===== src/rtl/bus_arbiter.sv =====
// Round-robin arbiter and bus mux for the shared req/gnt transfer bus.
// It issues a delayed one-cycle grant pulse and holds the bus for one transfer per grant.
module bus_arbiter #(
  parameter int unsigned N_MASTERS = 2,
  parameter int unsigned ADDR_W    = 32,
  parameter int unsigned DATA_W    = 32,
  parameter int unsigned GNT_DELAY = 2,
  parameter int unsigned TIMEOUT   = 15,
  localparam int unsigned IW       = (N_MASTERS > 1) ? $clog2(N_MASTERS) : 1
) (
  input  logic                          clk,
  input  logic                          rst,
  input  logic [N_MASTERS-1:0]          m_req,
  output logic [N_MASTERS-1:0]          m_gnt,
  input  logic [N_MASTERS-1:0]          m_trans,
  input  logic [N_MASTERS-1:0]          m_write,
  input  logic [N_MASTERS*ADDR_W-1:0]   m_addr,
  input  logic [N_MASTERS*DATA_W-1:0]   m_wdata,
  output logic [DATA_W-1:0]             m_rdata,
  output logic [N_MASTERS-1:0]          m_ready,
  output logic                          s_trans,
  output logic                          s_write,
  output logic [ADDR_W-1:0]             s_addr,
  output logic [DATA_W-1:0]             s_wdata,
  input  logic [DATA_W-1:0]             s_rdata,
  input  logic                          s_ready,
  output logic [IW-1:0]                 owner,
  output logic                          busy,
  output logic                          timeout_err
);

  typedef enum logic [1:0] {StIdle, StDelay, StGrant, StOwn} state_e;

  localparam logic [3:0] DlyLast = 4'((GNT_DELAY > 0) ? GNT_DELAY - 1 : 0);
  localparam logic [7:0] ToLast  = 8'(TIMEOUT - 1);

  state_e                 state_q;
  logic [N_MASTERS-1:0]   m_gnt_q;
  logic                   timeout_err_q;
  logic [IW-1:0]          owner_q;
  logic [IW-1:0]          ptr_q;
  logic [3:0]             dly_cnt_q;
  logic [7:0]             to_cnt_q;
  logic                   seen_q;

  logic [IW-1:0]          winner;
  logic [IW-1:0]          ptr_nxt;
  logic                   own;

  // First requester at or above the pointer, wrapping around.
  always_comb begin
    logic [IW-1:0] cand;
    logic          found;
    winner = ptr_q;
    found  = 1'b0;
    cand   = '0;
    for (int unsigned i = 0; i < N_MASTERS; i++) begin
      cand = IW'((32'(ptr_q) + i) % N_MASTERS);
      if (!found && m_req[cand]) begin
        winner = cand;
        found  = 1'b1;
      end
    end
  end

  assign ptr_nxt = (owner_q == IW'(N_MASTERS - 1)) ? '0 : owner_q + 1'b1;
  assign own     = (state_q == StOwn);

  always_ff @(posedge clk) begin
    if (rst) begin
      state_q       <= StIdle;
      m_gnt_q       <= '0;
      timeout_err_q <= 1'b0;
      owner_q       <= '0;
      ptr_q         <= '0;
      dly_cnt_q     <= '0;
      to_cnt_q      <= '0;
      seen_q        <= 1'b0;
    end else begin
      m_gnt_q       <= '0;
      timeout_err_q <= 1'b0;
      unique case (state_q)
        StIdle: begin
          if (|m_req) begin
            owner_q   <= winner;
            dly_cnt_q <= '0;
            state_q   <= (GNT_DELAY > 0) ? StDelay : StGrant;
          end
        end
        StDelay: begin
          if (!m_req[owner_q]) begin
            state_q <= StIdle;
          end else if (dly_cnt_q == DlyLast) begin
            state_q <= StGrant;
          end else begin
            dly_cnt_q <= dly_cnt_q + 4'd1;
          end
        end
        StGrant: begin
          // The grant pulse is registered, so it lines up with the first owned cycle.
          m_gnt_q[owner_q] <= 1'b1;
          to_cnt_q         <= '0;
          seen_q           <= 1'b0;
          state_q          <= StOwn;
        end
        StOwn: begin
          if (s_trans && s_ready) begin
            state_q <= StIdle;
            ptr_q   <= ptr_nxt;
          end else if (seen_q || m_trans[owner_q]) begin
            seen_q <= 1'b1;
          end else if (to_cnt_q == ToLast) begin
            timeout_err_q <= 1'b1;
            state_q       <= StIdle;
            ptr_q         <= ptr_nxt;
          end else begin
            to_cnt_q <= to_cnt_q + 8'd1;
          end
        end
        default: state_q <= StIdle;
      endcase
    end
  end

  always_comb begin
    m_ready = '0;
    if (own) begin
      m_ready[owner_q] = s_ready;
    end
  end

  assign s_trans     = own & m_trans[owner_q];
  assign s_write     = own & m_write[owner_q];
  assign s_addr      = own ? m_addr[32'(owner_q) * ADDR_W +: ADDR_W] : '0;
  assign s_wdata     = own ? m_wdata[32'(owner_q) * DATA_W +: DATA_W] : '0;
  assign m_rdata     = s_rdata;
  assign m_gnt       = m_gnt_q;
  assign owner       = owner_q;
  assign busy        = (state_q != StIdle);
  assign timeout_err = timeout_err_q;

endmodule


===== config.mk =====
export PLATFORM = sky130hd
export DESIGN_NAME = bus_arbiter
export DESIGN_NICKNAME = d
export VERILOG_FILES = /design/src/rtl/bus_arbiter.sv
export SDC_FILE = /design/constraint.sdc
export NUM_CORES = 1
export LEC_CHECK = 0
export ABC_CLOCK_PERIOD_IN_PS = 2300
export BUFFER_PORTS_ARGS = -buffer_cell sky130_fd_sc_hd__buf_2
export CAP_MARGIN = 20
export CORE_AREA = 2 2 107 109
export DETAILED_ROUTE_END_ITERATION = 12
export DIE_AREA = 0 0 109 111
export PLACE_DENSITY = 0.51
export SYNTH_ARGS = -nofsm -noshare
export SYNTH_HDL_FRONTEND = slang
export SYNTH_SLANG_ARGS = --single-unit

===== constraint.sdc =====
create_clock -name clk -period 2.3 [get_ports clk]
set_clock_uncertainty 0.2 [all_clocks]
set_input_delay 0.115 -clock clk [delete_from_list [all_inputs] [get_ports clk]]
set_output_delay 0.115 -clock clk [all_outputs]
set_load 0.005 [all_outputs]

==> qor.yml <==
run_status:
  outcome: "finished clean"
floorplan:
  start_util_pct: 19.91
  row_count: 39
  die_outline_area_um2: 12100
  design.portCount: 274
  die_width_um: 109
  die_height_um: 111
  placeableCoreArea_um2: 11080
synth:
  yosysUniqueCellTypes: 38
  synth.ff_latch_count: 20
  synth_top_family_by_area: "multiplexers"
  synthXorXnorAreaFrac_pct: 0.7941
  synth_nets: 468
  asyncSetResetFlopFracSynth_pct: 0
  synth_area_in_compound_gates_pct: 8.905
  leading_post_synthesis_cells_by_cell_area: "mux2i_1 (30%), dfxtp_1 (18%), nor2_1 (13%)"
  synthTopCellsByCount: "nor2_1 (74), mux2i_1 (67), buf_4 (33)"
  yosys.cell_count.top_type: "nor2_1"
  synth_area_um2: 2206
  synth-adder-area-share_pct: 2.269
  dominantRegCellSynth: "dfxtp_1"
  post-synth-top-area-cell: "mux2i_1"
  synth.area.mux_share_pct: 30.91
  synth-simple-area-share_pct: 23.37
  yosysWarningCount: 0
  synth-edff-count: 0
  post_synthesis_average_cell_area_um2: 7.478
  yosysSeqAreaShare_pct: 18.15
  yosysTopAreaCellShare_pct: 30.40
  postSynthCellCount: 295
route:
  postRouteAntennaNets: 0
  route.vias.total: 2645
  vias_per_cell: 4.343
  route.detailed.drc: 0
  drt_first_pass_iters: 4
  iteration_0_drc_count_of_the_detailed_router: 70
  wirelength_mm: 7.394
  route.detailed.wl_per_inst_um: 12.14
sta:
  fin_crit_ns: 1.936
  final.hold.worst_slack_ns: 0.03000
  rsz_0062_raised_after_global_routing: "no"
  setup_violations: 0
  final_worst_slack_ns: 0.3642
  final_hold_viols: 0
  max_slew_margin_pct: 60.19
  setup-tns-final_ns: 0
  final.period_utilization_pct: 84.17
  max_freq_mhz: 516.6
  worst_slew_pin_slew_ns: 0.5971
  slew_violations: 0
clock_network:
  cts_resized: 0
  clock_pin_slew_reported_for_the_worst_setup_and_hold_paths_after_clock_tree_synthesis_ns: 0.06
  post-cts-setup-buffers: 0
  cts-root-to-sink-buffers: 2
  tritoncts.num_buffers: 3
  tritoncts_num_sinks: 20
  clockRootBuffer: "clkbuf_16"
  clock_latency_ns: 0.26
  cts-htree-levels: 1
  tritoncts_clock_tree: "done"
placement:
  place.gp.congestion: 0.7840
  dpl_worst_slack_ns: 0.4161
  placement.io_buffers: 209
  dp.final_hpwl_mm: 6.073
power:
  internal-power_uw: 773.2
  clock_power_share_pct: 34.9
  p_seq_share_pct: 34.2
  power_density_nw_per_um2: 325.9
  p_switching_uw: 292.4
  comb_power_share_pct: 30.9
  vdd.ir_drop.worst_v: 0.0002172
  switching_portion_of_total_power_pct: 27.44
  leakagePower_nw: 1.624
setup_path:
  critPathMaxFanout: 39
  worstSetupPathType: "flop to output port"
  r2r_slack_ns: 0.41
  cp_cell_sequence: "buf_4, mux2i_1, nor2_1, buf_2"
  crit_buf_inv: 2
  critical_path_required_ns: 1.99
  critical_path.top_delay_family: "buffers and inverters"
  r2r-end: "to_cnt_q[7]"
  timing.rr.start: "owner"
  reg2reg_depth: 4
  timing.critical_path.slowest_cell_delay_ns: 0.49
  worstSetupStartpointType: "flop"
  cp_slowest_cell: "buf_4"
  worst-endpoint-arrival_ns: 1.62
  critical_path.endpoint_type: "output port"
global_routing:
  grt_usage_pct: 11.09
  grt_overflow: 0
  grt_first_pass_wirelength_mm: 10.92
  antenna_found_initial: 0
  first_global_vias: 2426
  grt_max_degree: 40
cells_and_area:
  fillcell_total: 1231
  fin_util_pct: 29.52
  flow.area_growth_from_synthesis_pct: 48.21
  design.final.nets: 640
  layout-drive-gt1-share_pct: 47.42
  antenna_cells_inserted: 0
worst_hold_path:
  timing.hold.worst_endpoint: "m_rdata[14]"
  start_point_of_the_worst_hold_path: "s_rdata[14]"
  worstHoldPathType: "input port to output port"
  min_path_cells: 0
job:
  max_cap_viol_count: 0
state kept, by name (all words and copies together), names as in the netlist, named ones only:
name,count
to_cnt_q,8
dly_cnt_q,4
m_gnt,2
owner,1
ptr_q,1
seen_q,1
state_q,1
timeout_err,1
through the flow:
step                      instance area (µm²)  std cells  power [mW]
after floorplan                          2206        295      0.5880
after global placement                   3161        602      0.6927
after detailed placement                 3161        602      0.6983
after CTS                                3269        609       1.080
after global routing                     3269        609       1.126
final                                    3269        609       1.066
cell usage in the layout (no fill, tap or decap), types with 3 or more instances in the layout:
| master | Yosys | final |
|---|---|---|
| a21oi_1 | 11 | 11 |
| buf_2 | 5 | 209 |
| buf_4 | 33 | 6 |
| clkbuf_16 | 0 | 3 |
| dfxtp_1 | 20 | 19 |
| dlygate4sd3_1 | 0 | 3 |
| ha_1 | 4 | 4 |
| inv_1 | 6 | 6 |
| mux2i_1 | 67 | 67 |
| nand2_1 | 6 | 5 |
| nand2b_1 | 4 | 4 |
| nand3_1 | 4 | 4 |
| nand4_1 | 3 | 3 |
| nor2_1 | 74 | 74 |
| nor3_1 | 4 | 4 |
| o31ai_1 | 5 | 5 |
| or4_1 | 6 | 6 |
routing by layer:
metal,vias to the layer above,track usage [%],wire [µm]
li1,1339,-,-
met1,1157,12.38,2931
met2,137,20.29,3599
met3,12,3.116,761
met4,0,2.735,101
met5,-,0,0
worst max-delay path by stage:
stage | startpoint | cells past startpoint | slack (ns) | to
2_1_floorplan | to_cnt_q[0] | 6 | 0.49 | to_cnt_q[4]
3_3_place_gp | dly_cnt_q[1] | 6 | 0.45 | dly_cnt_q[3]
3_5_place_dp | dly_cnt_q[1] | 6 | 0.42 | dly_cnt_q[3]
4_1_cts | owner | 4 | 0.33 | s_write
5_1_grt | to_cnt_q[4] | 4 | 0.25 | ptr_q
6_report | owner | 4 | 0.36 | s_wdata[15]
area by class of cell:
type	instances	area, µm²	area share [%]
clock buffer	4	78.83	2.411
inverter	6	22.52	0.6889
multi-input combinational	218	1464	44.78
sequential	20	404.1	12.36
tap	143	178.9	5.473
timing repair buffer	218	1121	34.29
kinds of logic (layout without fill, tap and decap cells):
kind of cell,count (synthesis),count (layout)
and+or+nand+nor,114,114
muxes,68,68
buffers and inverters,57,228
AOI/OAI and AO/OA,30,30
DFF,20,20
adders and majority gates,4,4
xor gates and xnor gates,2,2
timing repair:
item,CTS,global route
setup endpoints to repair,0,0
hold buffers,3,0
hold endpoints to repair,8,0
power groups by stage:
| stage | logic [mW] | registers [mW] | clock network (mW) |
|---|---|---|---|
| final | 0.329 | 0.364 | 0.372 |
| after global routing | 0.365 | 0.366 | 0.396 |
| after detailed placement | 0.326 | 0.372 | 0 |
| after global placement | 0.321 | 0.372 | 0 |
| after floorplan | 0.218 | 0.370 | 0 |
| after CTS | 0.334 | 0.364 | 0.382 |
Note: power is estimated with default switching activity, not from simulation.
